File: config.mk
export PLATFORM = sky130hd
export DESIGN_NAME = alu_sched
export DESIGN_NICKNAME = d
export VERILOG_FILES = /design/src/rtl/alu_sched.sv
export SDC_FILE = /design/constraint.sdc
export NUM_CORES = 1
export LEC_CHECK = 0
export BUFFER_PORTS_ARGS = -buffer_cell sky130_fd_sc_hd__buf_2
export CAP_MARGIN = 20
export CORE_AREA = 2 2 164 166
export DETAILED_ROUTE_END_ITERATION = 10
export DIE_AREA = 0 0 166 168
export PLACE_DENSITY_LB_ADDON = 0.3
export SYNTH_ARGS = -nofsm -noshare
export SYNTH_HDL_FRONTEND = slang
export SYNTH_SLANG_ARGS = --single-unit
File: constraint.sdc
create_clock -name clk -period 7.4 [get_ports clk]
set_input_delay 0.37 -clock clk [delete_from_list [all_inputs] [get_ports clk]]
set_output_delay 0.37 -clock clk [all_outputs]
set_load 0.02 [all_outputs]
File: src/rtl/alu_sched.sv
`default_nettype none
// ============================================================================
// Module   : alu_sched
// Purpose  : Round-robin scheduler that shares one registered ALU among
//            NUM_REQ requesters. It takes one operation at a time, drives
//            the ALU operand/opcode ports, captures the ALU's registered
//            result and returns it on a single response channel tagged with
//            the requester index. Illegal opcodes (101..111) bypass the ALU
//            and produce result=0, error=1.
// Ports    : clk, rst                 clock / synchronous active-high reset
//            req_valid/req_ready      per-requester handshake (one-hot grant)
//            req_a/req_b/req_opcode   packed per-requester operation fields
//            alu_a/alu_b/alu_opcode   operation driven to the ALU
//            alu_result/alu_error     registered ALU outputs
//            rsp_valid/rsp_ready      response handshake
//            rsp_id/rsp_result/rsp_error  response payload
// Revision : 1.0 - initial release
// ============================================================================
module alu_sched #(
  parameter int NUM_REQ = 4,
  parameter int ID_W    = $clog2(NUM_REQ)
) (
  input  logic                  clk,
  input  logic                  rst,
  input  logic [NUM_REQ-1:0]    req_valid,
  output logic [NUM_REQ-1:0]    req_ready,
  input  logic [32*NUM_REQ-1:0] req_a,
  input  logic [32*NUM_REQ-1:0] req_b,
  input  logic [3*NUM_REQ-1:0]  req_opcode,
  output logic [31:0]           alu_a,
  output logic [31:0]           alu_b,
  output logic [2:0]            alu_opcode,
  input  logic [31:0]           alu_result,
  input  logic                  alu_error,
  output logic                  rsp_valid,
  input  logic                  rsp_ready,
  output logic [ID_W-1:0]       rsp_id,
  output logic [31:0]           rsp_result,
  output logic                  rsp_error
);

  typedef enum logic [1:0] {
    S_IDLE    = 2'd0,
    S_ISSUE   = 2'd1,
    S_CAPTURE = 2'd2,
    S_RESP    = 2'd3
  } state_t;

  // Distances are one bit wider than the id so NUM_REQ itself can serve as
  // the "no candidate yet" sentinel at the head of the selection chain.
  localparam logic [ID_W:0]   C_NUM     = (ID_W+1)'(NUM_REQ);
  localparam logic [ID_W-1:0] C_LAST    = ID_W'(NUM_REQ-1);
  localparam logic [2:0]      C_MAX_OP  = 3'd4;

  state_t          r_state;
  logic [ID_W-1:0] r_rr_ptr;
  logic [ID_W-1:0] r_id;
  logic [31:0]     r_a;
  logic [31:0]     r_b;
  logic [2:0]      r_op;
  logic [31:0]     r_result;
  logic            r_error;
  logic            r_rsp_valid;

  // Selection chain: stage i+1 holds the best valid requester among 0..i,
  // where "best" means smallest wrapped distance above the round-robin pointer.
  logic [ID_W:0]   w_chain_dist [NUM_REQ+1];
  logic [ID_W-1:0] w_chain_id   [NUM_REQ+1];
  logic [31:0]     w_chain_a    [NUM_REQ+1];
  logic [31:0]     w_chain_b    [NUM_REQ+1];
  logic [2:0]      w_chain_op   [NUM_REQ+1];

  logic            w_any;
  logic            w_grant;
  logic [ID_W-1:0] w_gnt_id;
  logic [31:0]     w_gnt_a;
  logic [31:0]     w_gnt_b;
  logic [2:0]      w_gnt_op;

  assign w_chain_dist[0] = C_NUM;
  assign w_chain_id[0]   = '0;
  assign w_chain_a[0]    = '0;
  assign w_chain_b[0]    = '0;
  assign w_chain_op[0]   = '0;

  generate
    for (genvar i = 0; i < NUM_REQ; i++) begin : g_req
      localparam logic [ID_W:0] C_IDX = (ID_W+1)'(i);
      logic [ID_W:0] w_dist;
      logic          w_take;

      // (i - rr_ptr) mod NUM_REQ without a divider.
      assign w_dist = (C_IDX >= {1'b0, r_rr_ptr}) ? (C_IDX - {1'b0, r_rr_ptr})
                                                 : (C_IDX + C_NUM - {1'b0, r_rr_ptr});
      assign w_take = req_valid[i] && (w_dist < w_chain_dist[i]);

      assign w_chain_dist[i+1] = w_take ? w_dist               : w_chain_dist[i];
      assign w_chain_id[i+1]   = w_take ? C_IDX[ID_W-1:0]      : w_chain_id[i];
      assign w_chain_a[i+1]    = w_take ? req_a[32*i +: 32]    : w_chain_a[i];
      assign w_chain_b[i+1]    = w_take ? req_b[32*i +: 32]    : w_chain_b[i];
      assign w_chain_op[i+1]   = w_take ? req_opcode[3*i +: 3] : w_chain_op[i];
    end
  endgenerate

  assign w_any    = (w_chain_dist[NUM_REQ] != C_NUM);
  assign w_gnt_id = w_chain_id[NUM_REQ];
  assign w_gnt_a  = w_chain_a[NUM_REQ];
  assign w_gnt_b  = w_chain_b[NUM_REQ];
  assign w_gnt_op = w_chain_op[NUM_REQ];

  // Grant is combinational and only ever offered from IDLE.
  assign w_grant   = (r_state == S_IDLE) && w_any;
  assign req_ready = w_grant ? (NUM_REQ'(1) << w_gnt_id) : '0;

  always_ff @(posedge clk) begin
    if (rst) begin
      r_state     <= S_IDLE;
      r_rr_ptr    <= '0;
      r_id        <= '0;
      r_a         <= '0;
      r_b         <= '0;
      r_op        <= '0;
      r_result    <= '0;
      r_error     <= 1'b0;
      r_rsp_valid <= 1'b0;
    end else begin
      case (r_state)
        S_IDLE: begin
          if (w_any) begin
            r_a      <= w_gnt_a;
            r_b      <= w_gnt_b;
            r_op     <= w_gnt_op;
            r_id     <= w_gnt_id;
            r_rr_ptr <= (w_gnt_id == C_LAST) ? '0 : (w_gnt_id + ID_W'(1));
            if (w_gnt_op > C_MAX_OP) begin
              // Illegal opcode: answer immediately without using the ALU.
              r_result    <= '0;
              r_error     <= 1'b1;
              r_rsp_valid <= 1'b1;
              r_state     <= S_RESP;
            end else begin
              r_state <= S_ISSUE;
            end
          end
        end
        S_ISSUE: begin
          r_state <= S_CAPTURE;
        end
        S_CAPTURE: begin
          r_result    <= alu_result;
          r_error     <= alu_error;
          r_rsp_valid <= 1'b1;
          r_state     <= S_RESP;
        end
        S_RESP: begin
          if (rsp_ready) begin
            r_rsp_valid <= 1'b0;
            r_state     <= S_IDLE;
          end
        end
        default: begin
          r_rsp_valid <= 1'b0;
          r_state     <= S_IDLE;
        end
      endcase
    end
  end

  // ALU ports follow the operand registers in every state.
  assign alu_a      = r_a;
  assign alu_b      = r_b;
  assign alu_opcode = r_op;

  assign rsp_valid  = r_rsp_valid;
  assign rsp_id     = r_id;
  assign rsp_result = r_result;
  assign rsp_error  = r_error;

endmodule
`default_nettype wire

# Yosys cells after proc, flatten, opt, wreduce, memory -nomap -nowiden
# Index checks and enable logic that the tools add are counted.
# Widths: inputs -> output; s select.
[word_totals] word_cells=82 latch_bits=0 register_bits=107 output_inout_bits=107 n_memories=0 input_bits=308 mem_bits_ro=0 ramBits=0
[classes] shifts=1 magnitude_cmp=8 n_bitwise=0 muxes=36 div_mod_pow=0 reduce_logical=12 add_sub_neg=8 n_eq_ne=8 multipliers=0
[ops] cell="$mux 32" count=10
[ops] cell="$pmux 32 s2" count=1
[ops] cell="$mux 3" count=11
[ops] cell="$mux 2" count=6
[ops] cell="$lt 3x3->1" count=3
[ops] cell="$sub 3x2->3 const A" count=3
[ops] cell="$pmux 2 s4" count=1
[ops] cell="$eq 2x2->1 const B" count=3
[ops] cell="$sub 1x2->3 const A" count=2
[ops] cell="$sub 2x2->3 const A" count=2
[ops] cell="$logic_and 1x1->1" count=5
[ops] cell="$ge 1x2->1 const A" count=2
[ops] cell="$mux 1" count=4
[ops] cell="$mux 4" count=1
[ops] cell="$ne 2x2->1 const B" count=2
[ops] cell="$reduce_and 2->1" count=2
[ops] cell="$reduce_and 4->1" count=1
[ops] cell="$shl 1x2->4 const A" count=1
[ops] cell="$gt 3x3->1 const B" count=1
[ops] cell="$lt 3x3->1 const B" count=1
[ops] cell="$ne 3x3->1 const B" count=1
[ops] cell="$pmux 1 s3" count=1
[ops] cell="$reduce_and 3->1" count=1
[ops] cell="$reduce_bool 3->1" count=1
[ops] cell="other kinds (7)" count=7

# Depth between registers and ports, before layout
# Gate-level depths: netlist (run 1).
[depth] word_depth=18 ltp_mapped=28 mapped_depth_nobuf=21

# Worst setup path before layout (run 1)
# OpenSTA, ideal clock, no wires.
[synth_path] path_kind="register to output" from="register r_rr_ptr[1]" to="output port req_ready[3]" path_buffers=7 stages_incl_launch_ff=27 t_arrival_ns=5.482 t_required_ns=7.030 path_slack_ns=1.548 cell_sequence="dfxtp_1 > inv_1 > ha_1 > and2_1 > ha_1 > nor3b_1 > a41o_1 > clkbuf_1 > clkbuf_1 > clkbuf_1 > a22oi_1 > ha_1 > nand2_1 > o2111ai_2 > clkbuf_1 > clkbuf_1 > o21ai_0 > ha_1 > a21oi_1 > o31ai_1 > a31o_2 > buf_2 > buf_2 > and2_1 > inv_1 > ha_1 > and2_1"
[synth_rtl] item="from (decl)" line="56" text="logic [ID_W-1:0] r_rr_ptr;"
[synth_rtl] item="from (signal assigned)" line="134" text="r_rr_ptr <= (w_gnt_id == C_LAST) ? '0 : (w_gnt_id + ID_W'(1));"
[synth_rtl] item="to (decl)" line="26" text="output logic [NUM_REQ-1:0] req_ready,"

==> results by group, run 1 <==
Run status
  – Status: finished, final reports clean

Logic synthesis
  – Syn_area_per_cell: 8.33 sq um
  – Biggest area consumer among synthesized cells: dfxtp_1
  – Area contributors post-synth: dfxtp_1, mux2i_1, nor2_1, a211oi_1, a22oi_1
  – Yosys reg bits: 107
  – Most frequent cell after synthesis: nor2_1
  – Synth Cell Area: 5930 sq um
  – Ys flop type: dfxtp_1
  – Post-synth EDFFs: 0
  – Synth top cells by count: nor2_1, dfxtp_1, a21oi_1, a211oi_1, mux2i_1
  – Yosys cell types: 39
  – Fraction of registers with async set or reset after synthesis: 0
  – Warnings from Yosys: 0
  – Mapped Cells: 712
  – Seq/Total Area, Yosys: 0.361
  – Yosys top cell area share: 0.361
  – Syn_nets: 1035

Detailed routing
  – Post-route ant nets: 0
  – DRC: 0
  – Post-Route WL: 21.7 mm
  – Routed length per instance: 15.2 um
  – DR iter-0 viols: 261
  – Via count: 6547
  – Drt pass-1 iters: 6
  – Via-to-Cell Ratio: 4.59

Floorplan
  – Initial Utilization: 0.225
  – FP Rows: 60
  – Die Y: 168 um
  – DIE WIDTH: 166 um
  – Die Area: 27900 sq um
  – Core Region: 26400 sq um
  – I/O pin count: 415

Critical path
  – Cells on worst reg2reg path: 20
  – Largest fanout on the critical path: 36
  – WP data arrival: 5110 ps
  – Kind of critical path: flip-flop to output pin
  – Critical-path cell list: inv_1, ha_1, and2_1, ha_1, nor3b_1, a41o_2, a22oi_1, ha_1, nand2_1, o2111ai_4, o21ai_0, ha_1, a21oi_1, o31ai_1, a31o_4, and2_1, inv_1, ha_1, and2_1, buf_2
  – Setup slack, reg-to-reg: 1970 ps
  – CP endpoint kind: output pin
  – Worst r2r dst: rsp_result[25]$_SDFFE_PP0P_
  – Reg2reg start: r_rr_ptr[1]$_SDFFE_PP0P_
  – Worst path required time: 7030 ps
  – Worst path most repeated cell: ha_1
  – Startpoint types: flip-flop
  – Critical path's largest stage delay: 550 ps
  – CP max-delay cell: a31o_4

Timing
  – Final period util: 0.740
  – Setup ws final: 1920 ps
  – Final Hold Vio Count: 0
  – Slew at the pin closest to its max-slew limit: 927 ps
  – Fmax: 0.183 GHz
  – Setup Viol. Count Final: 0
  – Setup_tns: 0 ps
  – Skew final: 13.9 ps
  – Clock period minus worst slack: 5480 ps
  – Slew Viols, Final: 0
  – Slew margin rel.: 0.382
  – RSZ-0062 raised after global routing: false

Hold path
  – Hold Crit Depth: 2
  – WHS Endpoint: rsp_result[13]$_SDFFE_PP0P_
  – Worst hold path class: input port to flip-flop
  – HP Start: alu_result[13]

Power
  – Max IR drop VDD: 131 uV
  – P_leak: 4.41 nW
  – Pwr Total: 3.44 mW
  – Pwr Density: 401 nW/um^2

Clocking
  – CTS clk-pin slew, worst paths: 80 ps
  – CTS Root Cell: clkbuf_16
  – Num CTS Buffers: 9
  – Clock Path Buffers: 2
  – Sink Count: 107
  – CTS tree: yes
  – # hold bufs at CTS: 0
  – Clk_lat worst skew: 360 ps
  – Post-CTS setup buffer count: 0
  – Post-CTS sizing: 0
  – H-Tree Depth: 3

Final layout
  – Filler cells: 2824
  – Post-layout nets: 1402
  – Final Instance Area: 8590 sq um
  – Layout cell share with drive strength beyond 1: 0.415
  – Antenna diodes: 0
  – Layout overhead on the synthesized area: 44.9%

Global routing
  – Vias in the first global route: 6150
  – Largest net degree at the start of global routing: 78
  – GRT Residual Overflow: 0
  – First-pass GRT wire length: 33.3 mm
  – Gr usage total: 0.148
  – Initial antenna violation count: 0

Placed design
  – Post-Place Worst Slack: 2000 ps
  – Post-DP HPWL: 16.4 mm
  – Placed Area: 8280 sq um
  – Port Buf Inserts: 414
  – Final GP Congestion: 0.813

Job
  – Max cap viols: 0
[cell type report]
| cell class | instances | area [sq um] | share of cell area |
|---|---|---|---|
| clock buffers | 9 | 225 | 0.0262 |
| clock inverters | 7 | 83.8 | 0.00976 |
| inverters | 13 | 48.8 | 0.00568 |
| multi-input cells | 525 | 3500 | 0.407 |
| flip-flops and latches | 107 | 2140 | 0.249 |
| well taps | 341 | 427 | 0.0497 |
| repair buffers | 423 | 2160 | 0.252 |
[per-layer routing]
layer,track usage,vias up,share of wire
met2,0.261,291,0.49
li1,-,3355,-
met3,0.0374,26,0.070
met5,0,-,0
met4,0.0435,0,0.020
met1,0.179,2875,0.42
[logic make-up after synthesis]
logic type / after synthesis / synth area share
AOI/OAI and AO/OA: 259 / 0.306
adders and majority gates: 15 / 0.0317
buffers and inverters: 80 / 0.0551
DFF: 107 / 0.361
muxes: 69 / 0.117
and+or+nand+nor: 182 / 0.129
[cells in the final DEF, fill, tap and decap left out, types with 2 or more instances in the layout]
master      instances
clkbuf_16           9
or2_2               2
a22oi_1            67
a31oi_1             2
inv_1              13
nor3_1              4
nand3_1             3
clkinvlp_4          3
o21ai_0             3
a211oi_1           68
nand2b_1            4
mux2i_1            68
nor2_1            143
a22o_1             34
nor2b_1             2
buf_4               9
nand2_1            10
inv_8               2
a21oi_1            72
and2_1              7
ha_1               15
buf_2             413
dfxtp_1           107
o211ai_1            3
[per-stage QoR]
stage,std cells,hold slack [ps],util
after global placement,1408,449,0.313
final,1425,231,0.326
after floorplan,712,503,-
after global routing,1425,221,0.326
after detailed placement,1409,450,0.314
after CTS,1425,216,0.326
[worst max-delay path: cells and delay by family, from the launching register on]
kind	cells	cell delay, ps
DFF	1	470
adders and majority gates	5	1310
and+or+nand+nor	5	1090
buffers and inverters	3	350
AOI/OAI and AO/OA	7	1510
[power breakdown]
part | leakage, nW | total [mW] | switching (mW) | internal, mW
Combinational | 3.39 | 2.08 | 1.29 | 0.784
Clock | 0.142 | 0.519 | 0.250 | 0.269
Sequential | 0.881 | 0.845 | 0.0910 | 0.753
Total | 4.41 | 3.44 | 1.64 | 1.81
[state kept, by name, indices dropped and copies added (netlist names)]
name        cells
alu_opcode      3
r_rr_ptr        2
r_state         2
rsp_result     32
rsp_id          2
rsp_error       1
rsp_valid       1
alu_a          32
alu_b          32
[how the worst max path moves through the flow]
stage               slack, ps                     endpoint                      from
finish                   1920                 req_ready[3]  r_rr_ptr[1]$_SDFFE_PP0P_
CTS                      1890                 req_ready[3]  r_rr_ptr[1]$_SDFFE_PP0P_
global route             1480  rsp_result[21]$_SDFFE_PP0P_  r_rr_ptr[1]$_SDFFE_PP0P_
detailed placement       2000  rsp_result[25]$_SDFFE_PP0P_  r_rr_ptr[1]$_SDFFE_PP0P_
global placement         1840  rsp_result[24]$_SDFFE_PP0P_  r_rr_ptr[1]$_SDFFE_PP0P_
floorplan                1550                 req_ready[3]  r_rr_ptr[1]$_SDFFE_PP0P_
Power figures use the tool's default switching activity.
==> inputs of run 2 (changes only) <==
==> constraint.sdc (replaced) <==
create_clock -name clk -period 5.4 [get_ports clk]
set_input_delay 0.27 -clock clk [delete_from_list [all_inputs] [get_ports clk]]
set_output_delay 0.27 -clock clk [all_outputs]
set_load 0.02 [all_outputs]
==> results by group, run 2 (synthesized netlist as in run 1, its figures left out) <==
Run status
  – Status: finished, final reports clean

Critical path
  – Largest fanout on the critical path: 26 (-28%)
  – CP max-delay cell: dfxtp_2
  – Critical-path cell list: inv_1, ha_1, and2_1, ha_1, nor3b_2, a41o_2, a22oi_1, ha_1, nand2_1, o2111ai_4, nand2_1, o21ai_0, ha_1, a21oi_1, o31ai_1, a31o_4, buf_8, and2_1, inv_1, ha_1, and2_1, buf_2
  – WP data arrival: 4680 ps (-430 ps)
  – Critical path's largest stage delay: 410 ps (-140 ps)
  – Setup slack, reg-to-reg: 740 ps (-1230 ps)
  – CP endpoint kind: output pin
  – Cells on worst reg2reg path: 21 (+5.0%)
  – Worst path required time: 5130 ps (-1900 ps)
  – Kind of critical path: flip-flop to output pin
  – Worst path most repeated cell: ha_1
  – Startpoint types: flip-flop

Timing
  – Setup Viol. Count Final: 0 (unchanged)
  – Slew margin rel.: 0.353 (-0.0290)
  – Skew final: 14.4 ps (+0.501 ps)
  – Clock period minus worst slack: 4950 ps
  – Fmax: 0.202 GHz
  – Setup_tns: 0 ps (unchanged)
  – Slew at the pin closest to its max-slew limit: 970 ps (+43.5 ps)
  – Final period util: 0.917
  – Final Hold Vio Count: 0 (unchanged)
  – RSZ-0062 raised after global routing: false
  – Slew Viols, Final: 0 (unchanged)

Clocking
  – CTS Root Cell: clkbuf_16
  – H-Tree Depth: 3 (unchanged)
  – CTS clk-pin slew, worst paths: 90 ps (about the same)
  – Clk_lat worst skew: 360 ps (about the same)
  – Sink Count: 107 (unchanged)
  – Post-CTS setup buffer count: 0 (unchanged)
  – Clock Path Buffers: 2 (unchanged)
  – Num CTS Buffers: 9 (unchanged)
  – # hold bufs at CTS: 0 (unchanged)
  – CTS tree: yes

Power
  – Pwr Density: 549 nW/um^2 (+37%)
  – Sequential power share: 0.245 (about the same)
  – Psw: 2.25 mW (+37%)
  – P_leak: 4.44 nW (+0.71%)
  – Max IR drop VDD: 278 uV (+110%)
  – Clock power frac: 0.146 (-0.005)
  – Logic pwr share: 0.609 (+0.005)
  – Switching share of power: 0.474 (-0.000584)
  – Internal power: 2.49 mW (+38%)

Floorplan
  – Die Area: 27900 sq um (unchanged)
  – Die Y: 168 um (unchanged)
  – I/O pin count: 415 (unchanged)
  – FP Rows: 60 (unchanged)
  – Core Region: 26400 sq um (unchanged)
  – Initial Utilization: 0.225 (unchanged)
  – DIE WIDTH: 166 um (unchanged)

Final layout
  – Layout overhead on the synthesized area: 45.7%
  – Layout cell share with drive strength beyond 1: 0.418 (+0.00292)
  – Most common cell after layout, fill and taps aside: buf_2
  – Commonest non-fill, non-tap cells in the layout: buf_2, nor2_1, dfxtp_1
  – Antenna diodes: 0 (unchanged)
  – Final Instance Area: 8630 sq um (+0.54%)
  – Post-layout nets: 1404 (+0.14%)

Placed design
  – Final GP Congestion: 0.802 (-1.3%)
  – Post-DP HPWL: 16.1 mm (-1.7%)
  – Port Buf Inserts: 414 (unchanged)
  – Placed Area: 8310 sq um (+0.33%)

Detailed routing
  – Post-route ant nets: 0 (unchanged)
  – DRC: 0 (unchanged)
  – Routed length per instance: 14.9 um (-2.3%)
  – Post-Route WL: 21.2 mm (-2.1%)
  – Drt pass-1 iters: 5 (-1)
  – Via count: 6545 (-0.031%)
  – Via-to-Cell Ratio: 4.59 (-0.17%)
  – DR iter-0 viols: 213 (-18%)

Global routing
  – Largest net degree at the start of global routing: 101 (+29%)
  – First-pass GRT wire length: 32.9 mm (-1.4%)
  – Gr usage total: 0.145 (-0.00303)
  – Vias in the first global route: 6167 (+0.28%)
  – GRT Residual Overflow: 0 (unchanged)
  – Initial antenna violation count: 0 (unchanged)

Job
  – Max cap viols: 0 (unchanged)

Hold path
  – Worst hold path class: input port to flip-flop
  – Hold Crit Depth: 2 (unchanged)
-- run 2: cell count changes in the layout (fill, tap and decap cells not counted), moves of 2 or more --
cell and change:
buf_12 +2, clkinv_8 +3, buf_8 +2, clkinvlp_4 -3
-- run 2: worst max-delay path: cells and delay by family (launching register included) --
kind,cells,cell delay (ps)
AOI/OAI and AO/OA,7,1180
buffers and inverters,4,580
and+or+nand+nor,6,820
DFF,1,410
adders and majority gates,5,1300
-- run 2: layout make-up --
type,count,area (sq um)
Clock buffer,9,225
Multi-Input combinational cell,525,3500
Sequential cell,107,2140
Clock inverter,7,88.8
Inverter,13,48.8
Fill cell,2831,17700
Tap cell,341,427
Timing Repair Buffer,425,2200
-- run 2: final timing paths --
path | startpoint | to
worst max-delay path | r_rr_ptr[1]$_SDFFE_PP0P_ | req_ready[2]
worst min register to register | alu_opcode[2]$_SDFFE_PP0P_ | alu_opcode[2]$_SDFFE_PP0P_
worst min-delay path | alu_result[12] | rsp_result[12]$_SDFFE_PP0P_
worst max register to register | r_rr_ptr[1]$_SDFFE_PP0P_ | rsp_result[26]$_SDFFE_PP0P_
-- run 2: layer usage --
metal,GRT usage,up-vias,routed length (um)
met2,0.246,269,9970
met4,0.0314,0,263
li1,-,3357,-
met3,0.0407,14,1600
met1,0.185,2905,9370
met5,0,-,0
-- run 2: what timing repair did --
| action | 4_1_cts | 5_1_grt |
|---|---|---|
| hold endpoints to repair | 0 | 0 |
| gates cloned | 0 | 0 |
| setup endpoints to repair | 1 | 4 |
| resized for setup | 1 | 3 |
-- run 2: metrics by stage --
step / util / hold slack (ps) / cells / total power [mW] / worst slack (ps)
2_1_floorplan: - / 403 / 712 / 3.25 / 15.0
3_3_place_gp: 0.315 / 451 / 1410 / 4.07 / 420
3_5_place_dp: 0.315 / 453 / 1411 / 4.10 / 434
4_1_cts: 0.327 / 99.2 / 1427 / 4.83 / 128
5_1_grt: 0.328 / 94.1 / 1427 / 5.18 / 107
6_report: 0.328 / 123 / 1427 / 4.74 / 450
-- run 2: power groups by stage --
stage,Combinational (mW),Sequential [mW],Clock [mW]
6_report,2.89,1.16,0.690
5_1_grt,3.23,1.19,0.757
4_1_cts,2.93,1.16,0.731
3_5_place_dp,2.92,1.18,0
3_3_place_gp,2.89,1.17,0
2_1_floorplan,1.81,1.44,0
